`src/rtl/spi_slave_frontend_if.sv`:
```
// ---------------------------------------------------------------------------
// spi_slave_frontend_if
//   Groups the SPI pins and the register-file bus of spi_slave_frontend.
//   slave  modport : the SPI slave front-end (drives MISO and the register bus).
//   master modport : the environment (SPI master pins plus register-file read data).
//   Signals
//     spi_clk, spi_mosi, spi_cs_n : SPI master -> slave pins (mode 0)
//     spi_miso                    : slave -> master serial data
//     reg_addr, reg_rd, reg_wr,
//     reg_wdata                   : register-file request side
//     reg_rdata                   : register-file read data, valid 1 clk after reg_rd
//     frame_done, frame_err       : per-frame status pulses
// ---------------------------------------------------------------------------
interface spi_slave_frontend_if #(
   parameter int ADDR_W = 4
);
   logic              spi_clk;
   logic              spi_mosi;
   logic              spi_miso;
   logic              spi_cs_n;
   logic [ADDR_W-1:0] reg_addr;
   logic              reg_rd;
   logic [7:0]        reg_rdata;
   logic              reg_wr;
   logic [7:0]        reg_wdata;
   logic              frame_done;
   logic              frame_err;

   modport slave (
      input  spi_clk, spi_mosi, spi_cs_n, reg_rdata,
      output spi_miso, reg_addr, reg_rd, reg_wr, reg_wdata, frame_done, frame_err
   );

   modport master (
      output spi_clk, spi_mosi, spi_cs_n, reg_rdata,
      input  spi_miso, reg_addr, reg_rd, reg_wr, reg_wdata, frame_done, frame_err
   );
endinterface

```
`src/rtl/spi_slave_frontend.sv`:
```
// ---------------------------------------------------------------------------
// spi_slave_frontend
//   SPI mode-0 slave front-end. The SPI pins are oversampled in clk_i, frames
//   of two bytes {cmd, data} are decoded and turned into single-cycle strobes
//   on a simple register-file bus. cmd[7]=1 is a write, cmd[7]=0 a read; the
//   low ADDR_W bits of cmd are the register address. Read data is shifted out
//   on MISO during the second byte of the same frame.
//   Ports
//     clk_i    : system clock, at least 8x the SPI clock
//     reset_i  : asynchronous reset, active low (0 = reset)
//     bus_io   : slave modport of spi_slave_frontend_if (SPI pins + register bus)
//   Parameters
//     ADDR_W      : register address width
//     SYNC_STAGES : synchronizer depth on spi_clk / spi_mosi / spi_cs_n (>= 2)
// ---------------------------------------------------------------------------
module spi_slave_frontend #(
   parameter int ADDR_W      = 4,
   parameter int SYNC_STAGES = 2
) (
   input  logic                  clk_i,
   input  logic                  reset_i,
   spi_slave_frontend_if.slave   bus_io
);

   typedef enum logic [1:0] {
      IDLE    = 2'd0,
      CMD     = 2'd1,
      DATA    = 2'd2,
      WAIT_CS = 2'd3
   } state_t;

   state_t            state_q;
   logic [SYNC_STAGES-1:0] sclk_sync_q;
   logic [SYNC_STAGES-1:0] mosi_sync_q;
   logic [SYNC_STAGES-1:0] cs_sync_q;
   logic              sclk_prev_q;
   logic              cs_prev_q;
   logic [4:0]        bit_cnt_q;
   logic [7:0]        rx_sr_q;
   logic [7:0]        tx_sr_q;
   logic              is_wr_q;
   logic [1:0]        rd_pipe_q;
   logic [ADDR_W-1:0] reg_addr_q;
   logic              reg_rd_q;
   logic              reg_wr_q;
   logic [7:0]        reg_wdata_q;
   logic              frame_done_q;
   logic              frame_err_q;

   logic              sclk_s;
   logic              mosi_s;
   logic              cs_s;
   logic              sclk_rise;
   logic              sclk_fall;
   logic              cs_rise;
   logic              cs_fall;
   logic [7:0]        rx_byte_d;
   logic [4:0]        bit_cnt_d;

   assign sclk_s    = sclk_sync_q[SYNC_STAGES-1];
   assign mosi_s    = mosi_sync_q[SYNC_STAGES-1];
   assign cs_s      = cs_sync_q[SYNC_STAGES-1];
   assign sclk_rise = sclk_s & ~sclk_prev_q;
   assign sclk_fall = ~sclk_s & sclk_prev_q;
   assign cs_rise   = cs_s & ~cs_prev_q;
   assign cs_fall   = ~cs_s & cs_prev_q;

   // Byte as it will look after the current sclk rise is shifted in.
   assign rx_byte_d = {rx_sr_q[6:0], mosi_s};
   assign bit_cnt_d = (bit_cnt_q == 5'd16) ? 5'd16 : bit_cnt_q + 5'd1;

   // MOSI goes through the same synchronizer depth as SCLK, so the value seen
   // together with a detected rise is the one the master set up for that rise.
   // cs_n resets to the inactive level so no false frame start follows reset.
   always_ff @(posedge clk_i or negedge reset_i) begin
      if (!reset_i) begin
         sclk_sync_q <= '0;
         mosi_sync_q <= '0;
         cs_sync_q   <= '1;
         sclk_prev_q <= 1'b0;
         cs_prev_q   <= 1'b1;
      end else begin
         sclk_sync_q <= {sclk_sync_q[SYNC_STAGES-2:0], bus_io.spi_clk};
         mosi_sync_q <= {mosi_sync_q[SYNC_STAGES-2:0], bus_io.spi_mosi};
         cs_sync_q   <= {cs_sync_q[SYNC_STAGES-2:0], bus_io.spi_cs_n};
         sclk_prev_q <= sclk_s;
         cs_prev_q   <= cs_s;
      end
   end

   always_ff @(posedge clk_i or negedge reset_i) begin
      if (!reset_i) begin
         state_q      <= IDLE;
         bit_cnt_q    <= '0;
         rx_sr_q      <= '0;
         tx_sr_q      <= '0;
         is_wr_q      <= 1'b0;
         rd_pipe_q    <= '0;
         reg_addr_q   <= '0;
         reg_rd_q     <= 1'b0;
         reg_wr_q     <= 1'b0;
         reg_wdata_q  <= '0;
         frame_done_q <= 1'b0;
         frame_err_q  <= 1'b0;
      end else begin
         reg_rd_q     <= 1'b0;
         reg_wr_q     <= 1'b0;
         frame_done_q <= 1'b0;
         frame_err_q  <= 1'b0;

         // Read data arrives one clk after the reg_rd cycle; rd_pipe_q tracks
         // that so the capture lands on the cycle reg_rdata is valid.
         rd_pipe_q <= {rd_pipe_q[0], 1'b0};
         if (rd_pipe_q[1]) begin
            tx_sr_q <= bus_io.reg_rdata;
         end

         case (state_q)
            IDLE: begin
               if (cs_fall) begin
                  state_q   <= CMD;
                  bit_cnt_q <= '0;
                  rx_sr_q   <= '0;
                  tx_sr_q   <= '0;
               end
            end

            CMD: begin
               if (cs_rise) begin
                  state_q     <= IDLE;
                  frame_err_q <= 1'b1;
                  rd_pipe_q   <= '0;
               end else if (sclk_rise) begin
                  rx_sr_q   <= rx_byte_d;
                  bit_cnt_q <= bit_cnt_d;
                  if (bit_cnt_q == 5'd7) begin
                     reg_addr_q <= rx_byte_d[ADDR_W-1:0];
                     is_wr_q    <= rx_byte_d[7];
                     state_q    <= DATA;
                     if (rx_byte_d[7]) begin
                        tx_sr_q <= 8'h00;
                     end else begin
                        reg_rd_q  <= 1'b1;
                        rd_pipe_q <= 2'b01;
                     end
                  end
               end
            end

            DATA: begin
               // A completing 16th rise takes priority over a simultaneous
               // cs_n rise; in that case there is no WAIT_CS to sit in.
               if (sclk_rise && (bit_cnt_q == 5'd15)) begin
                  bit_cnt_q    <= 5'd16;
                  rx_sr_q      <= rx_byte_d;
                  frame_done_q <= 1'b1;
                  if (is_wr_q) begin
                     reg_wr_q    <= 1'b1;
                     reg_wdata_q <= rx_byte_d;
                  end
                  state_q <= cs_rise ? IDLE : WAIT_CS;
               end else if (cs_rise) begin
                  state_q     <= IDLE;
                  frame_err_q <= 1'b1;
                  rd_pipe_q   <= '0;
               end else begin
                  if (sclk_rise) begin
                     rx_sr_q   <= rx_byte_d;
                     bit_cnt_q <= bit_cnt_d;
                  end
                  // The fall right after the 8th rise must not shift: bit 7 of
                  // the reply has to stay on MISO until the 9th rise.
                  if (sclk_fall && (bit_cnt_q > 5'd8)) begin
                     tx_sr_q <= {tx_sr_q[6:0], 1'b0};
                  end
               end
            end

            WAIT_CS: begin
               if (cs_rise) begin
                  state_q <= IDLE;
               end else if (sclk_rise) begin
                  bit_cnt_q <= bit_cnt_d;
               end
            end

            default: state_q <= IDLE;
         endcase
      end
   end

   assign bus_io.spi_miso   = ((state_q == DATA) && !cs_s) ? tx_sr_q[7] : 1'b0;
   assign bus_io.reg_addr   = reg_addr_q;
   assign bus_io.reg_rd     = reg_rd_q;
   assign bus_io.reg_wr     = reg_wr_q;
   assign bus_io.reg_wdata  = reg_wdata_q;
   assign bus_io.frame_done = frame_done_q;
   assign bus_io.frame_err  = frame_err_q;

endmodule
```
`src/flat_wrapper.sv`:
```
// flat-port wrapper written by rule: the top's interface ports become plain ports
module spi_slave_frontend_flat 
#(
   parameter int ADDR_W      = 4,
   parameter int SYNC_STAGES = 2
)
  (clk_i, reset_i, bus_io_spi_clk, bus_io_spi_mosi, bus_io_spi_cs_n, bus_io_reg_rdata, bus_io_spi_miso, bus_io_reg_addr, bus_io_reg_rd, bus_io_reg_wr, bus_io_reg_wdata, bus_io_frame_done, bus_io_frame_err);
  spi_slave_frontend_if #(.ADDR_W(ADDR_W)) bus_io_i ();
  input  logic clk_i;
  input  logic reset_i;
  input wire logic [$bits(bus_io_i.spi_clk)-1:0] bus_io_spi_clk;
  input wire logic [$bits(bus_io_i.spi_mosi)-1:0] bus_io_spi_mosi;
  input wire logic [$bits(bus_io_i.spi_cs_n)-1:0] bus_io_spi_cs_n;
  input wire logic [$bits(bus_io_i.reg_rdata)-1:0] bus_io_reg_rdata;
  output wire logic [$bits(bus_io_i.spi_miso)-1:0] bus_io_spi_miso;
  output wire logic [$bits(bus_io_i.reg_addr)-1:0] bus_io_reg_addr;
  output wire logic [$bits(bus_io_i.reg_rd)-1:0] bus_io_reg_rd;
  output wire logic [$bits(bus_io_i.reg_wr)-1:0] bus_io_reg_wr;
  output wire logic [$bits(bus_io_i.reg_wdata)-1:0] bus_io_reg_wdata;
  output wire logic [$bits(bus_io_i.frame_done)-1:0] bus_io_frame_done;
  output wire logic [$bits(bus_io_i.frame_err)-1:0] bus_io_frame_err;
  assign bus_io_i.spi_clk = bus_io_spi_clk;
  assign bus_io_i.spi_mosi = bus_io_spi_mosi;
  assign bus_io_i.spi_cs_n = bus_io_spi_cs_n;
  assign bus_io_i.reg_rdata = bus_io_reg_rdata;
  assign bus_io_spi_miso = bus_io_i.spi_miso;
  assign bus_io_reg_addr = bus_io_i.reg_addr;
  assign bus_io_reg_rd = bus_io_i.reg_rd;
  assign bus_io_reg_wr = bus_io_i.reg_wr;
  assign bus_io_reg_wdata = bus_io_i.reg_wdata;
  assign bus_io_frame_done = bus_io_i.frame_done;
  assign bus_io_frame_err = bus_io_i.frame_err;
  spi_slave_frontend #(.ADDR_W(ADDR_W), .SYNC_STAGES(SYNC_STAGES)) u_core (.clk_i(clk_i), .reset_i(reset_i), .bus_io(bus_io_i));
endmodule
```
`config.mk`:
```
export PLATFORM = sky130hd
export DESIGN_NAME = spi_slave_frontend_flat
export DESIGN_NICKNAME = d
export VERILOG_FILES = /design/src/rtl/spi_slave_frontend_if.sv /design/src/rtl/spi_slave_frontend.sv /design/src/flat_wrapper.sv
export SDC_FILE = /design/constraint.sdc
export NUM_CORES = 1
export LEC_CHECK = 0
export CORE_MARGIN = 2
export CORE_UTILIZATION = 55
export CTS_BUF_LIST = sky130_fd_sc_hd__clkbuf_8
export CTS_CLUSTER_DIAMETER = 150
export DETAILED_ROUTE_END_ITERATION = 10
export PLACE_DENSITY = 0.87
export SYNTH_ARGS = -nofsm -noshare
export SYNTH_HDL_FRONTEND = slang
export SYNTH_SLANG_ARGS = --single-unit
export TNS_END_PERCENT = 10
```
`constraint.sdc`:
```
create_clock -name clk_i -period 2.25 [get_ports clk_i]
set_clock_uncertainty 0.1 [all_clocks]
set_input_delay 0.45 -clock clk_i [delete_from_list [all_inputs] [get_ports clk_i]]
set_output_delay 0.45 -clock clk_i [all_outputs]
set_load 0.02 [all_outputs]
```
# Yosys cells after proc, flatten, opt, wreduce, memory -nomap -nowiden

Cells that the tools add are included.

Register bits: 50
Input port bits: 13
Output and inout bits: 17
Word-level logic and storage cells: 98

Add/sub/neg operators: 1
$lt $le $gt $ge: 1
Equal/unequal tests: 9
Multiplexer cells: 50
Bitwise gates (word level): 9
Reduce and logical (&&, ||, !) cells: 11

Operators by type and width:

| cell                                                                   | number |
|---|---|
| 8-bit 2-to-1 mux                                                       | 13 |
| 8-bit case mux with 3 select lines                                     | 2 |
| 2-bit 2-to-1 mux                                                       | 13 |
| 5-bit 2-to-1 mux                                                       | 5 |
| 5-bit case mux with 3 select lines                                     | 1 |
| 1-bit 2-to-1 mux                                                       | 13 |
| 2-bit case mux with 4 select lines                                     | 1 |
| 3-bit by 1-bit != test with 1-bit output (second input constant)       | 2 |
| 3-bit AND reduction                                                    | 2 |
| 5-bit by 1-bit adder with 5-bit output (second input constant)         | 1 |
| 5-bit by 3-bit equality test with 1-bit output (second input constant) | 1 |
| 5-bit by 4-bit equality test with 1-bit output (second input constant) | 1 |
| 5-bit equality test (second input constant)                            | 1 |
| 5-bit by 4-bit > comparator with 1-bit output (second input constant)  | 1 |
| 1-bit NOT                                                              | 5 |
| 1-bit AND                                                              | 4 |
| 2-bit equality test (second input constant)                            | 2 |
| 2-bit case mux with 2 select lines                                     | 1 |
| 4-bit AND reduction                                                    | 1 |
| 1-bit logical AND                                                      | 3 |
| 3-bit nonzero test                                                     | 1 |
| 2-bit by 1-bit equality test with 1-bit output (second input constant) | 1 |
| 2-bit zero test                                                        | 1 |
| 2-bit by 1-bit != test with 1-bit output (second input constant)       | 1 |
| 4 further kinds                                                        | 4 |

# Longest topological paths before layout

Depth in word-level cells: 7
Depth in mapped cells: 9
Depth with buffers taken out: 8

# Least setup slack after synthesis

No wires, ideal clock.

Path type: register to register
Start: register u_core.bit_cnt_q[0]
End: register u_core.rx_sr_q[0]
Arrival: 1.748 ns
Path slack: 0.281 ns
Stages on the path, launching flop included: 9
Buffers on the path: 1
Cell sequence: dfrtp_1 > ha_1 > and3_1 > ha_1 > nand3_1 > o21ai_0 > and3_1 > buf_2 > a22o_1

Cells in the longest elaborated chain, start to end: 4

Ends and longest elaborated chain:

| what                                           | line                      | RTL |
|---|---|---|
| start, declared                                | spi_slave_frontend.sv:38  | `logic [4:0] bit_cnt_q;` |
| start signal, assigned                         | spi_slave_frontend.sv:135 | `bit_cnt_q <= bit_cnt_d;` |
| start signal, assigned                         | spi_slave_frontend.sv:169 | `bit_cnt_q <= bit_cnt_d;` |
| start signal, assigned                         | spi_slave_frontend.sv:183 | `bit_cnt_q <= bit_cnt_d;` |
| 5-bit by 4-bit equality test with 1-bit output | spi_slave_frontend.sv:153 | `if (sclk_rise && (bit_cnt_q == 5'd15)) begin` |
| 1-bit logical AND                              | spi_slave_frontend.sv:153 |  |
| 8-bit 2-to-1 mux                               | spi_slave_frontend.sv:153 |  |
| 8-bit case mux with 3 select lines             | spi_slave_frontend.sv:118 | `case (state_q)` |
| end signal, assigned                           | spi_slave_frontend.sv:134 | `rx_sr_q <= rx_byte_d;` |
| end signal, assigned                           | spi_slave_frontend.sv:155 | `rx_sr_q <= rx_byte_d;` |
| end signal, assigned                           | spi_slave_frontend.sv:168 | `rx_sr_q <= rx_byte_d;` |
| end, declared                                  | spi_slave_frontend.sv:39  | `logic [7:0] rx_sr_q;` |

No other way between the ends.
A chain may end at the register's enable or synchronous reset.

# Worst setup path after layout

Start: register u_core.bit_cnt_q[0]
End: register u_core.reg_wdata_q[0] (netlist: u_core.bus_io.reg_wdata[0])

Cells in the longest elaborated chain, start to end: 3

Ends and longest elaborated chain:

| what                                           | line                      | RTL |
|---|---|---|
| 5-bit by 4-bit equality test with 1-bit output | spi_slave_frontend.sv:153 |  |
| 1-bit logical AND                              | spi_slave_frontend.sv:153 |  |
| 3-bit AND reduction (no source line)           | n/a                       |  |
| end signal, assigned                           | spi_slave_frontend.sv:159 | `reg_wdata_q <= rx_byte_d;` |
| end, declared                                  | spi_slave_frontend.sv:46  | `logic [7:0] reg_wdata_q;` |

No other way between the ends.

==> flow_summary.ini <==
[setup_path]
path_max_fanout = 9
crit_type = flip-flop to flip-flop
critPathCaptureType = flip-flop
arrival_ns = 2.24
r2r_slack_ns = 0.12
critPathLaunchType = flip-flop
critPathRequiredTime_ns = 2.35

[synth]
synthAdderAreaFrac_pct = 4.25
synthArstFlopShare_pct = 100
synth_top_family_by_area = compound AO/OA/AOI/OAI gates
ys_ff_latch = 49
synth-simple-area-share_pct = 13.6
avgSynthCellArea_um2 = 11.8
synth-compound-area-share_pct = 14.5
synthMuxAreaShare_pct = 12.6
synth_xor_area_share_pct = 0
synth_ff_type = dfrtp_1
synth_edf_count = 0
seq_area_frac_synth_pct = 52.3
syn_area_um2 = 2350
ys_warn_count = 0
syn_nets = 221
synth.distinct_cells = 48
syn_inst = 200

[sta]
fin_crit_ns = 2.13
fin_crit_sh_pct = 94.9
fmax_mhz = 469
slew_viol_final = 0
tightest_slew_ns = 0.567
fin_setup_tns_ns = 0
hold_violations = 0
rsz0062_at_grt = false
slew_headroom_pct = 62.2
finalSetupViolations = 0

[global_route]
met1_usage_pct = 28.4
top_usage_layer = met2
grt_overflow = 0
antenna_found_initial = 0
gr-usage-met2_pct = 30.3
grt_max_degree = 26
grt_pass1_wl_mm = 7.65
grtUsageTotal_pct = 20.0
grt_use_met3_pct = 4.36
grt_pass1_vias = 1573

[route]
routedWlPerCell_um = 15.4
via_per_inst = 5.73
drc = 0
antenna_left = 0
drt_iter0_markers = 88
routed_wl_mm = 4.43
num_vias = 1650
first_pass_iters = 4

[place]
portBuffers = 29
gp_congestion = 0.942
placement.cell_area_um2 = 2740
dp_hpwl_mm = 3.21

[cells_and_area]
antenna_cells = 0
drive_gt1_share_pct = 15.1
syn_to_final_growth_pct = 20.8
layout_commonest_cell = dfrtp_1
layout_common_cells = 46 x dfrtp_1, 27 x clkdlybuf4s50_1, 16 x nand2_1
postLayoutCellArea_um2 = 2840
fin_nets = 258

[flow_run]
drv_cap = 0

[floorplan]
fp.dieW_um = 69.4
design.portCount = 30
die_h_um = 69.4
fp.dieArea_um2 = 4820
core_um2 = 4060
initial_utilization_pct = 58.0
placementRows = 23

[cts]
cts-root-buf = clkbuf_8
clk_pin_slew_ns = 0.10
clk_latency_ns = 0.31
clock_path_buffers = 2
cts_tree = yes
cts_sinks = 49
cts.hold.buffers_added = 0
cts_max_level = 2
cts_buffers = 5

[power_and_ir_drop]
ir_worst_vdd_mv = 0.439
p_leak_nw = 1.24
power_density_nw_per_um2 = 745

[outcome]
status = finished, final reports clean

[hold_path]
hold_class = input port to asynchronous set/reset pin
## critical path, cell delays in order (launching register included)
cell and delay (ns):
dfrtp_1 0.43, ha_1 0.25, and3_1 0.19, ha_1 0.22
nand3_1 0.20, inv_2 0.07, nand2_2 0.20, mux2_2 0.36
## power breakdown
group	internal (mW)	leakage (nW)	switching, mW
registers	0.914	0.661	0.0425
logic	0.250	0.539	0.366
clock network	0.226	0.0423	0.320
## metrics by stage
| stage | power, mW | cells | setup slack [ns] | hold slack, ns | util, % |
|---|---|---|---|---|---|
| after global placement | 1.56 | 280 | 0.181 | 0.232 | 67.6 |
| after floorplan | 1.37 | 200 | 0.281 | 0.0544 | - |
| after detailed placement | 1.56 | 280 | 0.140 | 0.237 | 67.6 |
| final | 2.12 | 288 | 0.116 | 0.0172 | 70.1 |
| after global routing | 2.23 | 288 | 0.00927 | 0.0718 | 70.1 |
| after CTS | 2.11 | 288 | 0.120 | 0.0384 | 69.9 |
## routing by layer
metal,part of all wire (%),wire (um),vias to the layer above
met2,46,2040,35
met3,4.3,189,6
met1,48,2130,815
met5,0,0,-
met4,1.6,73,0
li1,-,-,794
## flip-flops by register name, summed over array words and instances, names as in the netlist, 4 cells and up
| register | count |
|---|---|
| u_core.bus_io.reg_wdata | 8 |
| u_core.tx_sr_q | 8 |
| u_core.bit_cnt_q | 5 |
| u_core.rx_sr_q | 7 |
| u_core.bus_io.reg_addr | 4 |
## what timing repair did
item	CTS	global route
buffers inserted	0	0
pin swaps	0	0
cloned	0	0
endpoints found under the hold margin	0	0
gates resized for setup	1	1
endpoints found under the setup margin	1	2
## cell families (layout without fill, tap and decap cells)
family	Yosys count	in the layout
DFF	49	49
muxes	28	28
adders and majority gates	8	8
and+or+nand+nor	55	55
AOI/OAI and AO/OA	44	44
buffers and inverters	16	54
## cell usage after synthesis (all sizes together), types with 2 or more instances
cell type | number | area (um^2)
a21oi | 7 | 35.0
a22o | 7 | 61.3
a31oi | 3 | 18.8
a32o | 2 | 20.0
and2 | 2 | 12.5
and3 | 2 | 12.5
buf | 4 | 21.3
clkbuf | 2 | 7.51
dfrtp | 46 | 1150
dfstp | 3 | 78.8
ha | 8 | 100
inv | 10 | 37.5
mux2 | 13 | 146
mux2i | 15 | 150
nand2 | 17 | 66.3
nand2b | 12 | 80.1
nand3 | 4 | 25.0
nor2 | 9 | 41.3
nor2b | 3 | 26.3
o21ai | 6 | 30.0
o221ai | 2 | 17.5
o2bb2ai | 7 | 61.3
## worst paths after layout
check                                           startpoint                                      to  cells past startpoint
max                        u_core.bit_cnt_q[0]$_DFFE_PN0P_  u_core.bus_io.reg_wdata[0]$_DFFE_PN0P_                      7
min                                                reset_i            u_core.sclk_prev_q$_DFF_PN0_                      1
max reg2reg                u_core.bit_cnt_q[0]$_DFFE_PN0P_  u_core.bus_io.reg_wdata[0]$_DFFE_PN0P_                      7
min reg2reg                u_core.mosi_sync_q[0]$_DFF_PN0_         u_core.mosi_sync_q[1]$_DFF_PN0_                      0
max in group asynchronous                          reset_i           u_core.cs_sync_q[1]$_DFF_PN1_                      2
min in group clk_i         u_core.mosi_sync_q[0]$_DFF_PN0_         u_core.mosi_sync_q[1]$_DFF_PN0_                      0
## layout make-up
class / count / area [um^2]
Clock buffer: 5 / 68.8
Clock inverter: 3 / 26.3
Sequential cell: 49 / 1230
Fill cell: 289 / 1210
Timing Repair Buffer: 36 / 349
Multi-Input combinational cell: 135 / 1070
Tap cell: 50 / 62.6
Inverter: 10 / 37.5
No activity file was read; power rests on OpenSTA's default activity.
